File: config.mk
export PLATFORM = sky130hd
export DESIGN_NAME = if_fetch_ctrl
export DESIGN_NICKNAME = d
export VERILOG_FILES = /design/src/rtl/if_fetch_ctrl.sv
export SDC_FILE = /design/constraint.sdc
export NUM_CORES = 1
export LEC_CHECK = 0
export ABC_AREA = 1
export CAP_MARGIN = 20
export CELL_PAD_IN_SITES_DETAIL_PLACEMENT = 0
export CELL_PAD_IN_SITES_GLOBAL_PLACEMENT = 1
export CORE_ASPECT_RATIO = 0.9
export CORE_MARGIN = 2
export CORE_UTILIZATION = 28
export DETAILED_ROUTE_END_ITERATION = 8
export PLACE_DENSITY = 0.89
export RECOVER_POWER = 25
export SKIP_CTS_REPAIR_TIMING = 1
export SYNTH_ARGS = -nofsm -noshare
export SYNTH_HDL_FRONTEND = slang
export SYNTH_SLANG_ARGS = --single-unit
export TNS_END_PERCENT = 50
File: constraint.sdc
create_clock -name clk -period 2.19 [get_ports clk]
set_input_delay 0.219 -clock clk [delete_from_list [all_inputs] [get_ports clk]]
set_output_delay 0.219 -clock clk [all_outputs]
set_load 0.01 [all_outputs]
File: src/rtl/if_fetch_ctrl.sv
// rtl/if_fetch_ctrl.sv - instruction fetch controller feeding the IF/ID register
//
// Optional feature macro: FETCH_BUFFER_EN
//   defined   : a response that arrives during a stall is captured in a
//               one-entry buffer.
//   undefined : that response is dropped and the same address is fetched again.
//
// Parameters:
//   RESET_PC        - PC value loaded while rst_n is low
// Ports:
//   clk             - rising-edge clock
//   rst_n           - synchronous active-low reset
//   Stall           - hazard stall, IF/ID must hold
//   Branch_Taken    - redirect request from branch resolution
//   Branch_Target   - redirect address (bits [1:0] ignored)
//   Imem_Req        - instruction-memory request
//   Imem_Addr       - instruction-memory address
//   Imem_Ready      - response valid for the current request
//   Imem_Data       - instruction word, valid with Imem_Ready
//   PC_Out          - PC for IF/ID
//   Instruction_Out - instruction for IF/ID
//   IF_ID_Write     - IF/ID load enable
//   IF_Flush        - IF/ID clear
module if_fetch_ctrl #(
   parameter logic [63:0] RESET_PC = 64'h0
) (
   input  logic        clk,
   input  logic        rst_n,
   input  logic        Stall,
   input  logic        Branch_Taken,
   input  logic [63:0] Branch_Target,
   output logic        Imem_Req,
   output logic [63:0] Imem_Addr,
   input  logic        Imem_Ready,
   input  logic [31:0] Imem_Data,
   output logic [63:0] PC_Out,
   output logic [31:0] Instruction_Out,
   output logic        IF_ID_Write,
   output logic        IF_Flush
);

   typedef enum logic [1:0] {
      RESET_WAIT = 2'd0,
      FETCH      = 2'd1,
      HOLD       = 2'd2,
      REDIRECT   = 2'd3
   } state_t;

   state_t      state;
   state_t      state_next;
   logic [63:0] pc;
   logic [63:0] pc_next;
   logic [63:0] branch_pc;

`ifdef FETCH_BUFFER_EN
   logic [63:0] buf_pc;
   logic [31:0] buf_data;
   logic        buf_load;
`endif

   // Redirect targets are word aligned; the low two bits are dropped.
   assign branch_pc = {Branch_Target[63:2], 2'b00};

   always_comb begin
      state_next      = state;
      pc_next         = pc;
      Imem_Req        = 1'b0;
      Imem_Addr       = 64'h0;
      PC_Out          = 64'h0;
      Instruction_Out = 32'h0;
      IF_ID_Write     = 1'b0;
      IF_Flush        = 1'b0;
`ifdef FETCH_BUFFER_EN
      buf_load        = 1'b0;
`endif

      case (state)
         RESET_WAIT: begin
            state_next = FETCH;
         end

         FETCH: begin
            Imem_Req  = 1'b1;
            Imem_Addr = pc;
            // A branch beats both a stall and any same-cycle response.
            if (Branch_Taken) begin
               IF_Flush   = 1'b1;
               pc_next    = branch_pc;
               state_next = REDIRECT;
            end else if (Imem_Ready) begin
               if (!Stall) begin
                  IF_ID_Write     = 1'b1;
                  PC_Out          = pc;
                  Instruction_Out = Imem_Data;
                  pc_next         = pc + 64'd4;
               end else begin
`ifdef FETCH_BUFFER_EN
                  buf_load   = 1'b1;
                  pc_next    = pc + 64'd4;
                  state_next = HOLD;
`endif
               end
            end
         end

         HOLD: begin
`ifdef FETCH_BUFFER_EN
            if (Branch_Taken) begin
               IF_Flush   = 1'b1;
               pc_next    = branch_pc;
               state_next = REDIRECT;
            end else if (!Stall) begin
               IF_ID_Write     = 1'b1;
               PC_Out          = buf_pc;
               Instruction_Out = buf_data;
               state_next      = FETCH;
            end
`else
            state_next = FETCH;
`endif
         end

         REDIRECT: begin
            if (Branch_Taken) begin
               IF_Flush   = 1'b1;
               pc_next    = branch_pc;
               state_next = REDIRECT;
            end else begin
               state_next = FETCH;
            end
         end

         default: begin
            state_next = RESET_WAIT;
         end
      endcase

      // While reset is held every output is quiet, whatever state is registered.
      if (!rst_n) begin
         Imem_Req        = 1'b0;
         Imem_Addr       = 64'h0;
         PC_Out          = 64'h0;
         Instruction_Out = 32'h0;
         IF_ID_Write     = 1'b0;
         IF_Flush        = 1'b0;
      end
   end

   always_ff @(posedge clk) begin
      if (!rst_n) begin
         state <= RESET_WAIT;
         pc    <= RESET_PC;
`ifdef FETCH_BUFFER_EN
         buf_pc   <= 64'h0;
         buf_data <= 32'h0;
`endif
      end else begin
         state <= state_next;
         pc    <= pc_next;
`ifdef FETCH_BUFFER_EN
         if (buf_load) begin
            buf_pc   <= pc;
            buf_data <= Imem_Data;
         end
`endif
      end
   end

endmodule

# ---- Yosys cells after proc, flatten, opt, wreduce, memory -nomap -nowiden
# Index checks and enable logic that the tools add are counted.
dict set report word_totals {
  out_inout_bits 163
  ff_bits 66
  elab_cells 45
  inputBits 101
}
dict set report op_classes {
  muxes 30
  reduce_logical 5
  addsub 1
  n_eq_ne 7
}
# op count
set op_table {}
lappend op_table {{$mux 64} 11}
lappend op_table {{$mux 32} 5}
lappend op_table {{$pmux 64 s2} 1}
lappend op_table {{$add 64x3->64 const B} 1}
lappend op_table {{$mux 1} 10}
lappend op_table {{$ne 3x3->1 const B} 2}
lappend op_table {{$pmux 2 s3} 1}
lappend op_table {{$eq 2x2->1 const B} 2}
lappend op_table {{$mux 2} 2}
lappend op_table {{$ne 2x2->1 const B} 2}
lappend op_table {{$reduce_and 4->1} 1}
lappend op_table {{$reduce_or 2->1} 2}
lappend op_table {{$eq 2x1->1 const B} 1}
lappend op_table {{$logic_not 2->1} 1}
lappend op_table {{$reduce_bool 2->1} 1}

# ---- Logic depth before layout (Yosys ltp)
# Gate-level depths: netlist (run 1).
dict set report logic_depth {
  ltp_word 5
  ltp_mapped 11
  mapped_depth_nobuf 11
}

# ---- Worst setup path before layout (run 1)
# No wires, ideal clock.
dict set report synth_timing {
  kind {register to output}
  startpoint {reg state[0]}
  endpoint {out PC_Out[10]}
  path_buffers 2
  stages_incl_launch_ff 9
  required_ps 1971
  setup_slack_ps 538
  arrival_time_ps 1433
  path_cell_list {dfxtp_1 -> inv_2 -> nor2_1 -> nand3b_1 -> nor3_2 -> inv_1 -> clkbuf_1 -> buf_2 -> nor2_1}
}
dict set report synth_via {
  elab_chain_len 3
}
# element line
set synth_lines {}
lappend synth_lines {{start, declared} 49} ;# state_t state;
lappend synth_lines {{start signal, assigned} 158} ;# state <= state_next;
lappend synth_lines {{$eq 2x1->1} 77} ;# case (state)
lappend synth_lines {{$mux 64} 77}
lappend synth_lines {{$mux 64} 139} ;# if (!rst_n) begin
lappend synth_lines {{end, declared} 36} ;# output logic [63:0] PC_Out,
# No other way between the ends.

# ---- Worst setup path after layout (run 1)
dict set report layout_timing {
  startpoint {in rst_n}
  endpoint {out Imem_Addr[43]}
}
dict set report layout_via {
  elab_chain_len 1
}
# element line
set layout_lines {}
lappend layout_lines {{start, declared} 28} ;# input logic rst_n,
lappend layout_lines {{$mux 64} 139}
lappend layout_lines {{end, declared} 33} ;# output logic [63:0] Imem_Addr,
# No other way between the ends.

==> metrics.txt, run 1 <==
status=finished, final reports clean; worst min path class=flip-flop to flip-flop; largest net degree at the start of global routing=58; first-pass GRT wire length=39600 µm; Least-Margin Pin Slew=1.34 ns; hold slack final=0.484 ns; initial antenna violation count=0; DP HPWL=20700 µm; total vias in the final route=7911; top cell type's share of synthesized area=0.207; die area=0.0233 mm²; Max Root-Sink Buffers=2; Worst Path Class, Setup=input pin to output pin; Worst path depth=6; post-placement cell area=0.00914 mm²; FF-to-FF path depth=10; antenna-violating nets left=0; type of origin of the critical path=input pin; 1st-iter DRT viols=534; Final Util=0.445; Sink Count=64; Core ar.=0.0216 mm²; crit end category=output pin; YS warnings=0; post-synthesis sequential area ratio=0.207; vias in the first global route=7424; Hold Path Stages=2; pwr/cell area=372 mW/mm²; # setup viols final=0; Max VDD drop=0.237 mV; CTS tree=yes; most frequent cells in the layout=nor2_1, nand2_1, clkdlybuf4s50_1, inv_1, dlymetal6s2s_1; Slew headroom=0.104; CTS root buffer=clkbuf_16; WP data required=1.97 ns; H-tree levels=3; worst-skew pair later-pin latency=0.34 ns; share of cells above drive strength 1=0.0693; Filler cells=2348; Die X=161 µm; Routed wire per std cell=15.1 µm; First-pass DRT Iterations=7; Final Hold Vio Count=0; routed vias/inst=4.64; GRT overflow=0; area leader, netlist=dfxtp_1; Mapped Cells=1168; final worst path period need=2.11 ns; mapped cell area=0.00617 mm²; Placer Congestion=0.984; syn_area_per_cell=5.29 µm²; skew final=0.00771 ns; commonest non-fill, non-tap cell in the layout=nor2_1; DRC Markers=0; row count=51; initial core utilization=0.285; CP max-delay cell=clkdlybuf4s50_1; worst path cell trace=clkdlybuf4s50_1 -> buf_4 -> nand2_2 -> buf_4 -> nor2_1 -> clkdlybuf4s50_1; fmax=0.473 GHz; worst-path fanout max=19; Max-cap violations=0; Yosys reg bits=64; Synth area leaders=dfxtp_1, nor2_1, nand2_1; I/O Pins=264; I/O Buffers=257; Final period util=0.965; diode count=0; Static Leakage=5.38 nW; Worst-path clk slew=0.05 ns; Die Y-Extent=145 µm; register area=0.00128 mm²; max-slew violations=0; cts bufs inserted=9; Total Routing Usage GR=0.216; critical path's top delay family=buffers and inverters; Nets=1512; synth unique cells=35; footprint of the multi-input gates=0.00407 mm²; crit-path max cell delay=0.56 ns; drt total wl=25800 µm; Final Instance Area=0.00962 mm²; Buf+Inv Stages, Crit Path=4; CP Data Arrival Time=1.89 ns; P&R area growth vs syn=55.9%
## metal layers
layer  vias to the layer above  track usage  wire length (µm)
li1                       4052            -                 -
met1                      3559        0.294             12000
met2                       278        0.360             11800
met3                        22       0.0379              1700
met4                         0       0.0460               351
met5                         -            0                 0
## flip-flops by register name, indices dropped and copies added (netlist names)
signal	cells
state	2
pc	62
## cells by family after synthesis
family	synth area share
AND/OR/NAND/NOR	0.521
buffers and inverters	0.129
AO/OA/AOI/OAI	0.116
multiplexers	0.00162
other	0.000607
adder cells (fa/ha/maj)	0.00203
flip-flops	0.207
XOR/XNOR	0.0213
## layout make-up
type / count / share of cell area
Sequential cell: 64 / 0.133
Multi-Input combinational cell: 905 / 0.423
Clock inverter: 6 / 0.00624
Inverter: 148 / 0.0577
Timing Repair Buffer: 282 / 0.318
Tap cell: 291 / 0.0378
Clock buffer: 10 / 0.0238
## worst paths after layout
check,endpoint,start,slack (ns)
worst min register to register,pc[63],pc[63],0.48
worst min-delay path,pc[63],pc[63],0.48
worst max-delay path,Imem_Addr[43],rst_n,0.08
worst max register to register,pc[56],pc[2],0.13
## worst reg2reg max path, delay by kind of cell (launching register included)
kind	cells	cell delay, ns
AND/OR/NAND/NOR	8	1.17
flip-flops	1	0.39
adder cells (fa/ha/maj)	1	0.27
AO/OA/AOI/OAI	1	0.05
## power by group
| part | internal [mW] | switching, mW |
|---|---|---|
| registers | 1.24 | 0.0936 |
| clock network | 0.875 | 0.561 |
| logic | 0.381 | 0.431 |
## metrics by stage
stage	TNS (ns)	setup WS, ns	instances	power, mW
2_1_floorplan	0	0.538	1171	1.76
3_3_place_gp	0	0.0338	1689	2.16
3_5_place_dp	-0.00548	-0.00316	1689	2.17
4_1_cts	-19.87	-0.257	1705	3.61
5_1_grt	-0.00615	-0.00615	1706	3.75
6_report	0	0.0771	1706	3.58
## cell usage after synthesis (all sizes together)
master	instances
nor2	358
nand2	306
inv	148
a21oi	69
nand3	68
dfxtp	64
o21ai	53
clkbuf	30
buf	24
xor2	15
nand4	10
nor3	7
o211ai	5
o21bai	3
a221oi	2
and2	1
conb	1
ha	1
mux2i	1
nand3b	1
o21a	1
Power figures use the tool's default switching activity.
==> run 2, diff against run 1 <==
==> constraint.sdc (replaced) <==
create_clock -name clk -period 2.2 [get_ports clk]
set_input_delay 0.22 -clock clk [delete_from_list [all_inputs] [get_ports clk]]
set_output_delay 0.22 -clock clk [all_outputs]
set_load 0.01 [all_outputs]
==> run 2 against run 1 <==
Compared with the run above: register-to-register slack improved by 0.02 ns; cell count about the same; die area unchanged; sequential share of layout area about the same; routed wire length up 0.98%; design area up 0.36%; count of clock-buffer cells in the layout grew 1; flip-flop and latch count unchanged; largest power group unchanged.
==> metrics.txt, run 2 (synthesized netlist as in run 1, its figures left out) <==
Least-Margin Pin Slew=1.33 ns; post-placement cell area=0.00916 mm²; CTS root buffer=clkbuf_16; vias in the first global route=7428; met3 wire length=1830 µm; Sw Pwr=1.09 mW; Biggest register=pc; Clk pwr share=0.422; initial antenna violation count=0; WP data required=1.98 ns; routed vias/inst=4.68; crit-path max cell delay=0.56 ns; cts bufs inserted=9; Routed wire per std cell=15.3 µm; row count=51; most frequent cells in the layout=nor2_1, nand2_1, clkdlybuf4s50_1, inv_1, dlymetal6s2s_1; die area=0.0233 mm²; type of origin of the critical path=input pin; worst-path fanout max=19; pre-CTS WS=-0.0232 ns; DR top layer=met4; P&R area growth vs syn=56.4%; CP max-delay cell=clkdlybuf4s50_1; worst setup margin=0.0965 ns; Final Util=0.447; max-slew violations=0; Worst Path Class, Setup=input pin to output pin; FF-to-FF path depth=9; Slew headroom=0.113; final worst path period need=2.10 ns; first-pass GRT wire length=40000 µm; # setup viols final=0; pwr/cell area=382 mW/mm²; I/O Buffers=257; top flop regs=pc (62), state (2); Final period util=0.956; Max Root-Sink Buffers=2; Placer Congestion=0.990; CTS tree=yes; Max-cap violations=0; P_int=2.60 mW; Met1 Wirelength=11800 µm; Nets=1513; Die Y-Extent=145 µm; largest net degree at the start of global routing=55; First-pass DRT Iterations=5; CP Data Arrival Time=1.88 ns; sw frac=0.294; initial core utilization=0.285; I/O Pins=264; crit end category=output pin; Filler cells=2293; worst path cell trace=clkdlybuf4s50_1 -> buf_6 -> nand2_2 -> buf_4 -> nor2_1 -> clkdlybuf4s50_1; fmax=0.475 GHz; total vias in the final route=7997; skew final=0.00854 ns; DRC Markers=0; most used cell, CP=clkdlybuf4s50_1; worst-skew pair later-pin latency=0.35 ns; Static Leakage=5.41 nW; diode count=0; Core ar.=0.0216 mm²; Hold Path Stages=2; drt total wl=26100 µm; GRT overflow=0; share of cells above drive strength 1=0.0706; unrepaired setup endpoints after global routing=no; commonest non-fill, non-tap cell in the layout=nor2_1; Max VDD drop=0.264 mV; Sink Count=64; H-tree levels=3; status=finished, final reports clean; logic gate share of total power=0.219; DP HPWL=20700 µm; Final Hold Vio Count=0; Die X=161 µm; Worst-path clk slew=0.05 ns; sequential share of power=0.360; Final Instance Area=0.00966 mm²; antenna-violating nets left=0; max reg flops=62; 1st-iter DRT viols=638; met2 wire len=11900 µm; Total Routing Usage GR=0.220; worst min path class=flip-flop to flip-flop
run 2: power groups by stage:
stage / Clock [mW] / Combinational (mW) / Sequential [mW]
finish: 1.56 / 0.808 / 1.33
global route: 1.63 / 0.900 / 1.34
CTS: 1.57 / 0.819 / 1.32
detailed placement: 0 / 0.814 / 1.35
global placement: 0 / 0.805 / 1.35
floorplan: 0 / 0.435 / 1.32
run 2: routing by layer:
layer | track usage | vias to the layer above
met1 | 0.300 | 3601
met2 | 0.354 | 306
met5 | 0 | -
met3 | 0.0390 | 38
met4 | 0.0650 | 0
li1 | - | 4052
run 2: worst paths after layout:
kind,start,endpoint,slack (ns)
setup / recovery,rst_n,Imem_Addr[43],0.1
hold / removal,pc[63],pc[63],0.49
setup reg to reg,pc[4],pc[39],0.15
hold reg to reg,pc[63],pc[63],0.49
run 2: critical path, delay by kind of cell:
kind                   cells  cell delay [ns]
AND/OR/NAND/NOR            2             0.22
buffers and inverters      4             1.43
run 2: final cells by class:
type / count / area [µm²] / share of cell area
Multi-Input combinational cell: 905 / 4080 / 0.422
Clock buffer: 11 / 233 / 0.0241
Tap cell: 291 / 364 / 0.0377
Clock inverter: 5 / 81.3 / 0.00842
Timing Repair Buffer: 283 / 3070 / 0.317
Sequential cell: 64 / 1280 / 0.133
Inverter: 148 / 556 / 0.0575
run 2: through the flow:
step           setup TNS, ns  hold WS, ns  instances  total power [mW]
6_report                   0        0.489       1707              3.69
5_1_grt                    0        0.520       1707              3.87
4_1_cts               -22.08        0.497       1706              3.72
3_5_place_dp         -0.0390        0.487       1690              2.16
3_3_place_gp               0        0.471       1690              2.15
2_1_floorplan              0        0.310       1171              1.76
==> run 3, diff against run 2 <==
--- a/config.mk
+++ b/config.mk
@@ -11,9 +11,9 @@
 export CELL_PAD_IN_SITES_GLOBAL_PLACEMENT = 1
 export CORE_ASPECT_RATIO = 0.9
 export CORE_MARGIN = 2
-export CORE_UTILIZATION = 28
+export CORE_UTILIZATION = 25
 export DETAILED_ROUTE_END_ITERATION = 8
-export PLACE_DENSITY = 0.89
+export PLACE_DENSITY = 0.84
 export RECOVER_POWER = 25
 export SKIP_CTS_REPAIR_TIMING = 1
 export SYNTH_ARGS = -nofsm -noshare
==> constraint.sdc (replaced) <==
create_clock -name clk -period 1.9 [get_ports clk]
set_input_delay 0.19 -clock clk [delete_from_list [all_inputs] [get_ports clk]]
set_output_delay 0.19 -clock clk [all_outputs]
set_load 0.01 [all_outputs]
==> run 3 against run 2 <==
Compared with the run above: the run now ends with negative setup slack left; design area up 4.8%; power increased by 21%; clock skew shrank 0.0027 ns; count of clock-buffer cells in the layout fell by 1; routed wire length increased by 11%; largest power group unchanged.
==> metrics.txt, run 3 (synthesized netlist as in run 1, its figures left out) <==
initial antenna violation count=0; Max VDD drop=0.354 mV; CP max-delay cell=dfxtp_2; worst flop-to-flop path endpoint=pc[56]; skew final=0.00585 ns; Final Util=0.417; status=finished with violations; initial core utilization=0.255; CTS tree=yes; total vias in the final route=8281; HP Start=Branch_Target[36]; largest net degree at the start of global routing=55; Reg2Reg Setup Slack=0 ns; Sink Count=64; worst min path class=input pin to flip-flop; setup_tns=-12.14 ns; row count=54; routed vias/inst=4.65; Final Hold Vio Count=0; Total Routing Usage GR=0.206; top flop regs=pc (62), state (2); I/O Buffers=257; cts bufs inserted=9; failing checks=negative setup slack; Worst Path Class, Setup=flip-flop to output pin; Hold Path Stages=5; H-tree levels=3; Core ar.=0.0243 mm²; Biggest register=pc; pwr/cell area=440 mW/mm²; post-placement cell area=0.00957 mm²; Placer Congestion=0.964; first-pass GRT wire length=42400 µm; antenna-violating nets left=0; DP HPWL=21800 µm; Max Root-Sink Buffers=2; Die X=170 µm; most frequent cells in the layout=nor2_1, nand2_1, inv_1, clkdlybuf4s50_1; unrepaired setup endpoints after global routing=yes; diode count=0; Final period util=1.08; # setup viols final=120; drt total wl=28900 µm; FF-to-FF path depth=10; worst setup margin=-0.153 ns; Slew headroom=0.481; Max-cap violations=0; critical path's top delay family=buffers and inverters; worst-path fanout max=11; GRT overflow=0; crit end category=output pin; WP data required=1.71 ns; overall power=4.45 mW; 1st-iter DRT viols=500; worst path cell trace=inv_2 -> nor2_4 -> nand3b_1 -> nor3_4 -> bufinv_8 -> clkbuf_16 -> nor2_1 -> dlymetal6s2s_1; First-pass DRT Iterations=5; Endpoint, Worst Hold=pc[36]; max reg flops=62; max-slew violations=0; reg2reg start=pc[2]; fmax=0.487 GHz; crit-path max cell delay=0.33 ns; Nets=1568; Static Leakage=5.25 nW; Buf+Inv Stages, Crit Path=4; worst-skew pair later-pin latency=0.35 ns; vias in the first global route=7866; Least-Margin Pin Slew=0.778 ns; hold slack final=0.488 ns; CTS root buffer=clkbuf_16; die area=0.0260 mm²; type of origin of the critical path=flip-flop; DRC Markers=0; pre-CTS WS=-0.242 ns; Placed Cells=1751; share of cells above drive strength 1=0.184; P&R area growth vs syn=64.0%; Worst-path clk slew=0.06 ns; final worst path period need=2.05 ns; Final Instance Area=0.0101 mm²; commonest non-fill, non-tap cell in the layout=nor2_1; Routed wire per std cell=16.2 µm; Non-Filler Instances=1779; I/O Pins=264; Die Y-Extent=153 µm; CP Data Arrival Time=1.86 ns
-- run 3: cell count changes in the layout (fill, tap and decap cells not counted), sizes merged --
cell / previous run / this run
clkbuf: 15 / 39
clkinvlp: 1 / 2
bufinv: 2 / 3
dlygate4sd3: 1 / 0
clkdlybuf4s50: 159 / 124
buf: 24 / 127
dlymetal6s2s: 95 / 57
-- run 3: layer usage --
metal / track usage / vias to the layer above / part of all wire
met5: 0 / - / 0
met4: 0.0472 / 0 / 0.020
met3: 0.0381 / 39 / 0.063
met2: 0.340 / 279 / 0.46
met1: 0.279 / 3785 / 0.46
li1: - / 4178 / -
-- run 3: power by group --
part           internal [mW]  total, mW  switching [mW]
Combinational          0.495       1.05           0.559
Clock                   1.19       1.87           0.682
Sequential              1.43       1.53           0.102
-- run 3: final cells by class --
cell class	count	area, µm²
repair inverters	1	6.26
inverters	148	569
repair buffers	337	3290
multi-input cells	905	4260
fillers	2654	14100
well taps	308	385
clock buffers	10	239
clock inverters	6	92.6
flip-flops and latches	64	1280
-- run 3: worst max-delay path by stage --
| stage | startpoint | cells past startpoint | slack (ns) | endpoint |
|---|---|---|---|---|
| floorplan | state[0] | 8 | 0.28 | PC_Out[10] |
| global placement | Stall | 7 | -0.21 | Instruction_Out[17] |
| detailed placement | Stall | 7 | -0.24 | Instruction_Out[8] |
| CTS | state[0] | 8 | -0.47 | Instruction_Out[8] |
| global route | state[0] | 8 | -0.27 | PC_Out[55] |
| finish | state[0] | 8 | -0.15 | PC_Out[56] |
-- run 3: worst register-to-register path, stage by stage, from the launching register on --
cell	delay (ns)
dfxtp_1	0.34
ha_1	0.25
nand3_2	0.13
nor2_4	0.14
nand3_1	0.17
nor2_1	0.26
nand3_1	0.17
nand2_1	0.09
nand3_1	0.07
nand2_1	0.06
a21oi_1	0.05
